**src/rtl/yuv2rgb_stream_converter_if.sv**
```systemverilog
// Pixel-in / RGB-out handshake bundle for the YUV->RGB stream converter.
// The converter sits on the slave side; the upstream/downstream driver uses master.
interface yuv2rgb_stream_converter_if #(
  parameter int PIX_W = 8
);
  logic             in_valid;
  logic             in_ready;
  logic [PIX_W-1:0] Y_in;
  logic [PIX_W-1:0] U_in;
  logic [PIX_W-1:0] V_in;
  logic             mode;
  logic             out_valid;
  logic             out_ready;
  logic [PIX_W-1:0] R_out;
  logic [PIX_W-1:0] G_out;
  logic [PIX_W-1:0] B_out;

  modport slave (
    input  in_valid, Y_in, U_in, V_in, mode, out_ready,
    output in_ready, out_valid, R_out, G_out, B_out
  );

  modport master (
    output in_valid, Y_in, U_in, V_in, mode, out_ready,
    input  in_ready, out_valid, R_out, G_out, B_out
  );
endinterface

```
**src/rtl/yuv2rgb_stream_converter.sv**
```systemverilog
// Handshaked YUV->RGB converter: Y, V, U multiply phases on two shared multipliers,
// per-pixel studio/full-range coefficients, clipped RGB held until the consumer takes it.
module yuv2rgb_stream_converter #(
  parameter int PIX_W = 8,
  parameter int ROUND = 1
) (
  input  logic CLOCK_50_I,
  input  logic resetn,
  input  logic clear,
  yuv2rgb_stream_converter_if.slave bus
);

  localparam int OPD_W  = PIX_W + 1;
  localparam int COEF_W = 19;
  localparam int PROD_W = OPD_W + COEF_W;
  localparam int ACC_W  = PIX_W + 22;
  localparam int Q_W    = ACC_W - 16;
  localparam int SH     = PIX_W - 8;

  localparam logic signed [COEF_W-1:0] YC_STU = 19'sd76284;
  localparam logic signed [COEF_W-1:0] VR_STU = 19'sd104595;
  localparam logic signed [COEF_W-1:0] VG_STU = 19'sd53281;
  localparam logic signed [COEF_W-1:0] UG_STU = 19'sd25624;
  localparam logic signed [COEF_W-1:0] UB_STU = 19'sd132251;
  localparam logic signed [COEF_W-1:0] YC_FUL = 19'sd65536;
  localparam logic signed [COEF_W-1:0] VR_FUL = 19'sd91881;
  localparam logic signed [COEF_W-1:0] VG_FUL = 19'sd46802;
  localparam logic signed [COEF_W-1:0] UG_FUL = 19'sd22554;
  localparam logic signed [COEF_W-1:0] UB_FUL = 19'sd116130;

  localparam logic signed [OPD_W-1:0] Y_OFF_STU = OPD_W'(32'sd16 <<< SH);
  localparam logic signed [OPD_W-1:0] C_OFF     = OPD_W'(32'sd128 <<< SH);
  localparam logic signed [ACC_W-1:0] RND_ADD   = (ROUND != 0) ? ACC_W'(32'sd32768) : ACC_W'(32'sd0);
  localparam logic signed [Q_W-1:0]   Q_MAX     = Q_W'((32'sd1 <<< PIX_W) - 32'sd1);

  typedef enum logic [1:0] {
    S_IDLE = 2'd0,
    S_Y    = 2'd1,
    S_V    = 2'd2,
    S_U    = 2'd3
  } state_t;

  // Drop 16 fractional bits (optionally rounding half up) and clamp to the pixel range.
  function automatic logic [PIX_W-1:0] scale_clip(input logic signed [ACC_W-1:0] acc);
    logic signed [ACC_W-1:0] biased;
    logic signed [Q_W-1:0]   q;
    biased = acc + RND_ADD;
    q      = Q_W'(biased >>> 16);
    if (q[Q_W-1]) begin
      scale_clip = {PIX_W{1'b0}};
    end else if (q > Q_MAX) begin
      scale_clip = {PIX_W{1'b1}};
    end else begin
      scale_clip = q[PIX_W-1:0];
    end
  endfunction

  state_t                    state_r;
  logic                      in_ready_r;
  logic                      out_valid_r;
  logic [PIX_W-1:0]          y_r, u_r, v_r;
  logic                      mode_r;
  logic signed [ACC_W-1:0]   acc_r_r, acc_g_r, acc_b_r;
  logic [PIX_W-1:0]          r_out_r, g_out_r, b_out_r;

  logic signed [OPD_W-1:0]   y_off_s, y_opd_s, u_opd_s, v_opd_s;
  logic signed [COEF_W-1:0]  yc_s, vr_s, vg_s, ug_s, ub_s;
  logic signed [OPD_W-1:0]   opd_a_s, opd_b_s;
  logic signed [COEF_W-1:0]  coef_a_s, coef_b_s;
  logic signed [PROD_W-1:0]  prod_a_s, prod_b_s;
  logic signed [ACC_W-1:0]   fin_r_s, fin_g_s, fin_b_s;
  logic                      slot_free_s;

  // Coefficient set and signed operands for the latched pixel.
  always_comb begin
    if (mode_r) begin
      yc_s    = YC_FUL;
      vr_s    = VR_FUL;
      vg_s    = VG_FUL;
      ug_s    = UG_FUL;
      ub_s    = UB_FUL;
      y_off_s = {OPD_W{1'b0}};
    end else begin
      yc_s    = YC_STU;
      vr_s    = VR_STU;
      vg_s    = VG_STU;
      ug_s    = UG_STU;
      ub_s    = UB_STU;
      y_off_s = Y_OFF_STU;
    end
    y_opd_s = $signed({1'b0, y_r}) - y_off_s;
    u_opd_s = $signed({1'b0, u_r}) - C_OFF;
    v_opd_s = $signed({1'b0, v_r}) - C_OFF;
  end

  // Route operands to the two shared multipliers according to the active phase.
  always_comb begin
    opd_a_s  = y_opd_s;
    coef_a_s = yc_s;
    opd_b_s  = v_opd_s;
    coef_b_s = vg_s;
    case (state_r)
      S_Y: begin
        opd_a_s  = y_opd_s;
        coef_a_s = yc_s;
        opd_b_s  = v_opd_s;
        coef_b_s = vg_s;
      end
      S_V: begin
        opd_a_s  = v_opd_s;
        coef_a_s = vr_s;
        opd_b_s  = v_opd_s;
        coef_b_s = vg_s;
      end
      S_U: begin
        opd_a_s  = u_opd_s;
        coef_a_s = ug_s;
        opd_b_s  = u_opd_s;
        coef_b_s = ub_s;
      end
      default: begin
        opd_a_s  = y_opd_s;
        coef_a_s = yc_s;
        opd_b_s  = v_opd_s;
        coef_b_s = vg_s;
      end
    endcase
  end

  assign prod_a_s = PROD_W'(opd_a_s) * PROD_W'(coef_a_s);
  assign prod_b_s = PROD_W'(opd_b_s) * PROD_W'(coef_b_s);

  // The U phase is folded straight into the output load instead of taking a fourth cycle.
  assign fin_r_s = acc_r_r;
  assign fin_g_s = acc_g_r - ACC_W'(prod_a_s);
  assign fin_b_s = acc_b_r + ACC_W'(prod_b_s);

  assign slot_free_s = !out_valid_r || bus.out_ready;

  // Conversion FSM, accumulators and held output register.
  always_ff @(posedge CLOCK_50_I or negedge resetn) begin
    if (!resetn) begin
      state_r     <= S_IDLE;
      in_ready_r  <= 1'b1;
      out_valid_r <= 1'b0;
      y_r         <= {PIX_W{1'b0}};
      u_r         <= {PIX_W{1'b0}};
      v_r         <= {PIX_W{1'b0}};
      mode_r      <= 1'b0;
      acc_r_r     <= {ACC_W{1'b0}};
      acc_g_r     <= {ACC_W{1'b0}};
      acc_b_r     <= {ACC_W{1'b0}};
      r_out_r     <= {PIX_W{1'b0}};
      g_out_r     <= {PIX_W{1'b0}};
      b_out_r     <= {PIX_W{1'b0}};
    end else if (clear) begin
      state_r     <= S_IDLE;
      in_ready_r  <= 1'b1;
      out_valid_r <= 1'b0;
    end else begin
      if (out_valid_r && bus.out_ready) begin
        out_valid_r <= 1'b0;
      end else begin
        out_valid_r <= out_valid_r;
      end
      case (state_r)
        S_IDLE: begin
          if (bus.in_valid) begin
            y_r        <= bus.Y_in;
            u_r        <= bus.U_in;
            v_r        <= bus.V_in;
            mode_r     <= bus.mode;
            in_ready_r <= 1'b0;
            state_r    <= S_Y;
          end else begin
            in_ready_r <= 1'b1;
            state_r    <= S_IDLE;
          end
        end
        S_Y: begin
          acc_r_r <= ACC_W'(prod_a_s);
          acc_g_r <= ACC_W'(prod_a_s);
          acc_b_r <= ACC_W'(prod_a_s);
          state_r <= S_V;
        end
        S_V: begin
          acc_r_r <= acc_r_r + ACC_W'(prod_a_s);
          acc_g_r <= acc_g_r - ACC_W'(prod_b_s);
          state_r <= S_U;
        end
        S_U: begin
          if (slot_free_s) begin
            r_out_r     <= scale_clip(fin_r_s);
            g_out_r     <= scale_clip(fin_g_s);
            b_out_r     <= scale_clip(fin_b_s);
            out_valid_r <= 1'b1;
            in_ready_r  <= 1'b1;
            state_r     <= S_IDLE;
          end else begin
            state_r <= S_U;
          end
        end
        default: begin
          in_ready_r <= 1'b1;
          state_r    <= S_IDLE;
        end
      endcase
    end
  end

  assign bus.in_ready  = in_ready_r;
  assign bus.out_valid = out_valid_r;
  assign bus.R_out     = r_out_r;
  assign bus.G_out     = g_out_r;
  assign bus.B_out     = b_out_r;

endmodule

```
**src/flat_wrapper.sv**
```systemverilog
// flat-port wrapper written by rule: the top's interface ports become plain ports
module yuv2rgb_stream_converter_flat 
#(
  parameter int PIX_W = 8,
  parameter int ROUND = 1
)
  (CLOCK_50_I, resetn, clear, bus_in_valid, bus_Y_in, bus_U_in, bus_V_in, bus_mode, bus_out_ready, bus_in_ready, bus_out_valid, bus_R_out, bus_G_out, bus_B_out);
  yuv2rgb_stream_converter_if #(.PIX_W(PIX_W)) bus_i ();
  input  logic CLOCK_50_I;
  input  logic resetn;
  input  logic clear;
  input wire logic [$bits(bus_i.in_valid)-1:0] bus_in_valid;
  input wire logic [$bits(bus_i.Y_in)-1:0] bus_Y_in;
  input wire logic [$bits(bus_i.U_in)-1:0] bus_U_in;
  input wire logic [$bits(bus_i.V_in)-1:0] bus_V_in;
  input wire logic [$bits(bus_i.mode)-1:0] bus_mode;
  input wire logic [$bits(bus_i.out_ready)-1:0] bus_out_ready;
  output wire logic [$bits(bus_i.in_ready)-1:0] bus_in_ready;
  output wire logic [$bits(bus_i.out_valid)-1:0] bus_out_valid;
  output wire logic [$bits(bus_i.R_out)-1:0] bus_R_out;
  output wire logic [$bits(bus_i.G_out)-1:0] bus_G_out;
  output wire logic [$bits(bus_i.B_out)-1:0] bus_B_out;
  assign bus_i.in_valid = bus_in_valid;
  assign bus_i.Y_in = bus_Y_in;
  assign bus_i.U_in = bus_U_in;
  assign bus_i.V_in = bus_V_in;
  assign bus_i.mode = bus_mode;
  assign bus_i.out_ready = bus_out_ready;
  assign bus_in_ready = bus_i.in_ready;
  assign bus_out_valid = bus_i.out_valid;
  assign bus_R_out = bus_i.R_out;
  assign bus_G_out = bus_i.G_out;
  assign bus_B_out = bus_i.B_out;
  yuv2rgb_stream_converter #(.PIX_W(PIX_W), .ROUND(ROUND)) u_core (.CLOCK_50_I(CLOCK_50_I), .resetn(resetn), .clear(clear), .bus(bus_i));
endmodule
```
**config.mk**
```make
export PLATFORM = sky130hd
export DESIGN_NAME = yuv2rgb_stream_converter_flat
export DESIGN_NICKNAME = d
export VERILOG_FILES = /design/src/rtl/yuv2rgb_stream_converter_if.sv /design/src/rtl/yuv2rgb_stream_converter.sv /design/src/flat_wrapper.sv
export SDC_FILE = /design/constraint.sdc
export NUM_CORES = 1
export LEC_CHECK = 0
export ABC_AREA = 1
export BUFFER_PORTS_ARGS = -buffer_cell sky130_fd_sc_hd__buf_2
export CAP_MARGIN = 25
export CORE_AREA = 2 2 249 313
export DETAILED_ROUTE_END_ITERATION = 6
export DIE_AREA = 0 0 251 315
export PLACE_DENSITY = 0.45
export SETUP_SLACK_MARGIN = 0.05
export SKIP_CTS_REPAIR_TIMING = 1
export SLEW_MARGIN = 10
export SYNTH_ARGS = -nofsm -noshare
export SYNTH_HDL_FRONTEND = slang
export SYNTH_SLANG_ARGS = --single-unit
export TNS_END_PERCENT = 10
```
**constraint.sdc**
```tcl
create_clock -name CLOCK_50_I -period 7.8 [get_ports CLOCK_50_I]
set_clock_uncertainty 0.15 [all_clocks]
set_input_delay 1.56 -clock CLOCK_50_I [delete_from_list [all_inputs] [get_ports CLOCK_50_I]]
set_output_delay 1.56 -clock CLOCK_50_I [all_outputs]
set_load 0.05 [all_outputs]
```
==> results.sh, run 1 <==
export IMPL_status="finished, violations left"
export IMPL_violations="setup timing"
export IMPL_dr_first_iter_drc_count=1039
export IMPL_slew_viol_final=0
export IMPL_clockRootBuffer="clkbuf_16"
export IMPL_tightest_slew_ps=902
export IMPL_fp_dieW_microns=251
export IMPL_drc=0
export IMPL_slowest_stage="fa_1"
export IMPL_synth_fa_ha_area_share_pct=34.8
export IMPL_clk_pin_slew_ps=70
export IMPL_synth_top_area_share_pct=17.5
export IMPL_n_antenna_cell=0
export IMPL_timing_fmax_mhz=123
export IMPL_async_flop_share_pct=100
export IMPL_cts_buffer_depth=2
export IMPL_cp_max_fo=8
export IMPL_synth_xor_area_share_pct=3.16
export IMPL_synth_cell_types=54
export IMPL_worstSetupEndpointType="register"
export IMPL_port_buffers=55
export IMPL_hold_class="reg -> reg"
export IMPL_start_util_pct=29.6
export IMPL_synthFlopType="dfrtp_1"
export IMPL_max_cap_violations=0
export IMPL_grt_overflow=0
export IMPL_rsz0062_at_grt="yes"
export IMPL_rr_worst_depth=48
export IMPL_synth_compound_area_share_pct=12.3
export IMPL_synth_cells=3160
export IMPL_die_h_microns=315
export IMPL_fp_row_count=114
export IMPL_setup_viol=17
export IMPL_post_route_period_util_pct=104
export IMPL_cts_tree="yes"
export IMPL_yosysMostFrequentCell="nand2_1"
export IMPL_ant_nets=0
export IMPL_gp_congestion=0.909
export IMPL_area_delta_synth_final_pct=39.6
export IMPL_dr_total_vias=22200
export IMPL_arrival_ps=8340
export IMPL_grt_antenna_before_repair=0
export IMPL_postSynthNetCount=3703
export IMPL_syn_area_per_cell_sq_um=7.17
export IMPL_yosysTopAreaCell="ha_1"
export IMPL_cts_made_buffers=17
export IMPL_crit_type="reg -> reg"
export IMPL_dp_hpwl_microns=68900
export IMPL_worstHoldPathCells=2
export IMPL_synth_top_family_by_area="adder cells"
export IMPL_yosysSeqAreaShare_pct=15.5
export IMPL_drt_wl_total_microns=81200
export IMPL_required_ps=8030
export IMPL_synth_edff_count=0
export IMPL_use_met1_pct=25.5
export IMPL_crit_path_frequent_cell="nand2_1"
export IMPL_hold_viol_final=0
export IMPL_start_kind="register"
export IMPL_synth_ff_latch_count=140
export IMPL_grt_use_met2_pct=38.4
export IMPL_firstDrtPassIters=5
export IMPL_ys_warn_count=0
export IMPL_clock_latency_ps=480
export IMPL_h_tree_depth=4
export IMPL_use_met3_pct=2.10
export IMPL_drive_gt1_share_pct=30.3
export IMPL_io_pins=56
export IMPL_synthMuxAreaShare_pct=0
export IMPL_grt_pass1_vias=22700
export IMPL_yosys_area_share_simple_pct=24.0
export IMPL_coreArea_sq_um=76500
export IMPL_viasPerCell=4.57
export IMPL_netlist_top_cells_count="722 x nand2_1, 556 x inv_1, 355 x nor2_1, 317 x ha_1, 247 x a21oi_1"
export IMPL_clock_sinks=140
export IMPL_post_place_ws_ps=-772
export IMPL_avgRoutedWirePerCell_microns=16.7
export IMPL_setup_slack_ps=-314
export IMPL_max_slew_margin_rel_pct=39.8
export IMPL_syn_area_sq_um=22700
export IMPL_die_area_sq_um=79100
export IMPL_grt_use_total_pct=20.8
export IMPL_busiest_layer="met2"
export IMPL_finalNonFillerCells=4859
export IMPL_grt_pass1_wl_microns=127000
export IMPL_min_period_ps=8110
export IMPL_nNetsFinal=4403
export IMPL_synthTopCellsByArea="ha_1 18%, fa_1 17%, dfrtp_1 15%"
export IMPL_max_stage_delay_ps=570
export IMPL_numPlacedInstances=4784
export IMPL_grt_max_degree=78
-- registers in the layout, indices dropped and copies added (netlist names), 8 cells and up --
register,count
u_core.bus.G_out,8
u_core.v_r,8
u_core.bus.R_out,8
u_core.acc_r_r,30
u_core.y_r,8
u_core.acc_g_r,30
u_core.u_r,8
u_core.acc_b_r,27
u_core.bus.B_out,8
-- per-layer routing --
metal  vias to the layer above  wire length (microns)
met1                     10400                  35100
li1                      11400                      -
met3                        90                   1730
met4                         0                   2230
met2                       307                  42100
met5                         -                      0
-- critical path: cells and delay by family (launching register included) --
kind / cells / cell delay, ps
xor gates and xnor gates: 3 / 490
DFF: 1 / 450
buffers and inverters: 8 / 690
and+or+nand+nor: 21 / 1670
adders and majority gates: 8 / 3390
AOI/OAI and AO/OA: 8 / 1160
-- path summary, 6_finish.rpt --
| path | from | endpoint | slack [ps] |
|---|---|---|---|
| max in group asynchronous | resetn | u_core.state_r[1] | 5020 |
| min | u_core.bus.B_out[0] | u_core.bus.B_out[0] | 340 |
| min reg2reg | u_core.bus.B_out[0] | u_core.bus.B_out[0] | 340 |
| max reg2reg | u_core.state_r[0] | u_core.bus.G_out[4] | -310 |
| min in group asynchronous | resetn | u_core.bus.B_out[0] | 960 |
| max | u_core.state_r[0] | u_core.bus.G_out[4] | -310 |
-- stage by stage --
step,util (%),instance area [sq um],setup TNS [ps],hold slack [ps]
after global placement,37.8,28900,-13170,317
after detailed placement,37.8,28900,-13640,314
after floorplan,-,22900,0,292
after CTS,38.6,29500,-15740,342
after global routing,41.4,31600,-14620,368
final,41.4,31600,-3060,338
-- cells in the final DEF, fill, tap and decap left out, drive strengths merged, types with 2 or more instances in the layout --
master and instances:
clkbuf 21, o211ai 4, dfrtp 139, o21a 7
nand3 98, ha 317, inv 566, o221ai 3
o22ai 4, a22oi 7, nand4 25, a221oi 3
nor2 369, buf 727, and2 4, and3 2
nand3b 7, nor4 9, nand2 745, clkinvlp 5
bufinv 3, clkinv 9, a31oi 27, o21ai 159
a21o 14, o21bai 13, o221a 3, a21boi 7
or2 27, a21oi 249, a211oi 2, fa 196
xor2 57, xnor2 23, nor3 17
-- final cells by class --
| class | count | area (sq um) |
|---|---|---|
| Fill cell | 8069 | 44800 |
| Multi-Input combinational cell | 2402 | 18600 |
| Timing Repair Buffer | 727 | 5490 |
| Sequential cell | 140 | 3510 |
| Inverter | 572 | 2180 |
| Tap cell | 986 | 1230 |
| Clock buffer | 21 | 450 |
| Clock inverter | 11 | 145 |
-- kinds of logic after synthesis --
logic type,count (synthesis)
AO/OA/AOI/OAI,505
XOR/XNOR,80
adder cells (fa/ha/maj),513
buffers and inverters,618
flip-flops,140
AND/OR/NAND/NOR,1304
Power of run 1 is not shown: default switching activity piles up to over one toggle a cycle in this logic, so the estimate is an artifact.
==> inputs of run 2 (changes only) <==
Settings changed: CELL_PAD_IN_SITES_DETAIL_PLACEMENT set to 0, CELL_PAD_IN_SITES_GLOBAL_PLACEMENT set to 1, PLACE_DENSITY 0.45 to 0.57.
Clock period 7.8 ns to 7.32 ns, I/O delays scaled along.
==> run 2 against run 1 <==
Effect of this change:
- the flow still finishes with violations (setup timing)
- non-clock buffer count rose by 59
- via count is 3.0% higher
- sequential cell count unchanged
- clock-buffer cell count decreased by 4
- global-route usage is 0.74 points higher
- die area did not move
- first-iteration DRC count is 0.48% lower
==> results.sh, run 2 (synthesized netlist as in run 1, its figures left out) <==
export IMPL_status="finished, violations left"
export IMPL_violations="setup timing"
export IMPL_max_stage_delay_ps=540
export IMPL_numPlacedInstances=4845
export IMPL_post_place_ws_ps=-1350
export IMPL_post_route_period_util_pct=111
export IMPL_max_slew_margin_rel_pct=41.1
export IMPL_use_met1_pct=26.2
export IMPL_layout_common_cells="710 x buf_4, 674 x nand2_1, 526 x inv_1, 300 x nor2_1, 283 x ha_1"
export IMPL_required_ps=7530
export IMPL_cts_tree="yes"
export IMPL_h_tree_depth=4
export IMPL_use_met3_pct=2.11
export IMPL_cts_made_buffers=17
export IMPL_grt_use_total_pct=21.5
export IMPL_io_pins=56
export IMPL_drive_gt1_share_pct=30.0
export IMPL_regArea_sq_um=3510
export IMPL_critPathBufInv=8
export IMPL_clk_pin_slew_ps=70
export IMPL_start_util_pct=29.6
export IMPL_final_cell_area_sq_um=31600
export IMPL_slowest_stage="fa_1"
export IMPL_viasPerCell=4.65
export IMPL_clock_latency_ps=480
export IMPL_min_period_ps=8150
export IMPL_fp_dieW_microns=251
export IMPL_crit_path_frequent_cell="nand2_1"
export IMPL_start_kind="register"
export IMPL_busiest_layer="met2"
export IMPL_finalNonFillerCells=4918
export IMPL_timing_fmax_mhz=123
export IMPL_drc=0
export IMPL_dpl_cell_area_sq_um=29400
export IMPL_setup_tns_ps=-21560
export IMPL_ant_nets=0
export IMPL_grt_pass1_wl_microns=132000
export IMPL_fp_row_count=114
export IMPL_hold_class="reg -> reg"
export IMPL_cpLargestDelayFamily="adder cells"
export IMPL_dp_hpwl_microns=72300
export IMPL_slew_viol_final=0
export IMPL_die_area_sq_um=79100
export IMPL_setup_slack_ps=-835
export IMPL_max_cap_violations=0
export IMPL_dr_total_vias=22900
export IMPL_firstDrtPassIters=5
export IMPL_clock_sinks=140
export IMPL_drt_wl_total_microns=84700
export IMPL_grt_antenna_before_repair=0
export IMPL_grt_overflow=0
export IMPL_coreArea_sq_um=76500
export IMPL_clockRootBuffer="clkbuf_16"
export IMPL_hold_viol_final=0
export IMPL_multi_input_area_sq_um=18200
export IMPL_fill_cells=8030
export IMPL_port_buffers=55
export IMPL_rr_worst_depth=50
export IMPL_grt_use_met2_pct=39.7
export IMPL_crit_type="reg -> reg"
export IMPL_top_regs="u_core.acc_g_r (30), u_core.acc_r_r (30), u_core.acc_b_r (27)"
export IMPL_worstHoldPathCells=2
export IMPL_gp_congestion=0.938
export IMPL_avgRoutedWirePerCell_microns=17.2
export IMPL_arrival_ps=8370
export IMPL_tightest_slew_ps=884
export IMPL_cts_buffer_depth=2
export IMPL_nNetsFinal=4462
export IMPL_final_common_cell="buf_4"
export IMPL_crit_cells=50
export IMPL_grt_max_degree=84
export IMPL_setup_viol=40
export IMPL_cp_max_fo=8
export IMPL_n_antenna_cell=0
export IMPL_dr_first_iter_drc_count=1034
export IMPL_rsz0062_at_grt="yes"
export IMPL_grt_pass1_vias=23700
export IMPL_worstSetupEndpointType="register"
export IMPL_area_delta_synth_final_pct=39.6
export IMPL_die_h_microns=315
## run 2: changes by cell type in the layout (fill, tap and decap cells not counted), moves of 5 or more
| cell | previous run | this run |
|---|---|---|
| xor2_1 | 49 | 42 |
| buf_12 | 8 | 3 |
| fa_2 | 7 | 2 |
| nor2_2 | 61 | 42 |
| fa_1 | 189 | 194 |
| inv_6 | 3 | 8 |
| buf_4 | 648 | 710 |
| a21oi_4 | 13 | 5 |
| ha_1 | 260 | 283 |
| ha_4 | 53 | 30 |
| nor2_1 | 277 | 300 |
| clkinvlp_4 | 5 | 0 |
| xor2_2 | 6 | 11 |
## run 2: area by class of cell
cell class / count / share of cell area, %
clock buffer: 17 / 1.35
clock inverter: 15 / 0.554
inverter: 572 / 6.84
multi-input combinational: 2402 / 57.7
sequential: 140 / 11.1
tap: 986 / 3.90
timing repair buffer: 786 / 18.6
## run 2: worst paths after layout
| path | from | to | slack, ps |
|---|---|---|---|
| max | u_core.state_r[0] | u_core.bus.G_out[1] | -830 |
| max in group asynchronous | resetn | u_core.state_r[1] | 4740 |
| max reg2reg | u_core.state_r[0] | u_core.bus.G_out[1] | -830 |
| min reg2reg | u_core.bus.G_out[3] | u_core.bus.G_out[3] | 320 |
| min | u_core.bus.G_out[3] | u_core.bus.G_out[3] | 320 |
| min in group asynchronous | resetn | u_core.bus.B_out[1] | 870 |
## run 2: tightest hold or removal path, cell delays in order (launching register included)
cell,delay [ps]
dfrtp_1,340
nand2_1,50
nand2_1,60
## run 2: metrics by stage
step / hold WS, ps / utilization [%]
after CTS: 333 / 39.2
after detailed placement: 313 / 38.4
after floorplan: 292 / -
after global routing: 356 / 41.4
after global placement: 309 / 38.4
final: 324 / 41.4
## run 2: routing by layer
metal  vias to the layer above  routed length [microns]
li1                      11600                        -
met1                     10900                    36700
met2                       282                    43600
met3                       102                     1640
met4                         0                     2810
met5                         -                        0
Power of run 2 is left out for the same reason.
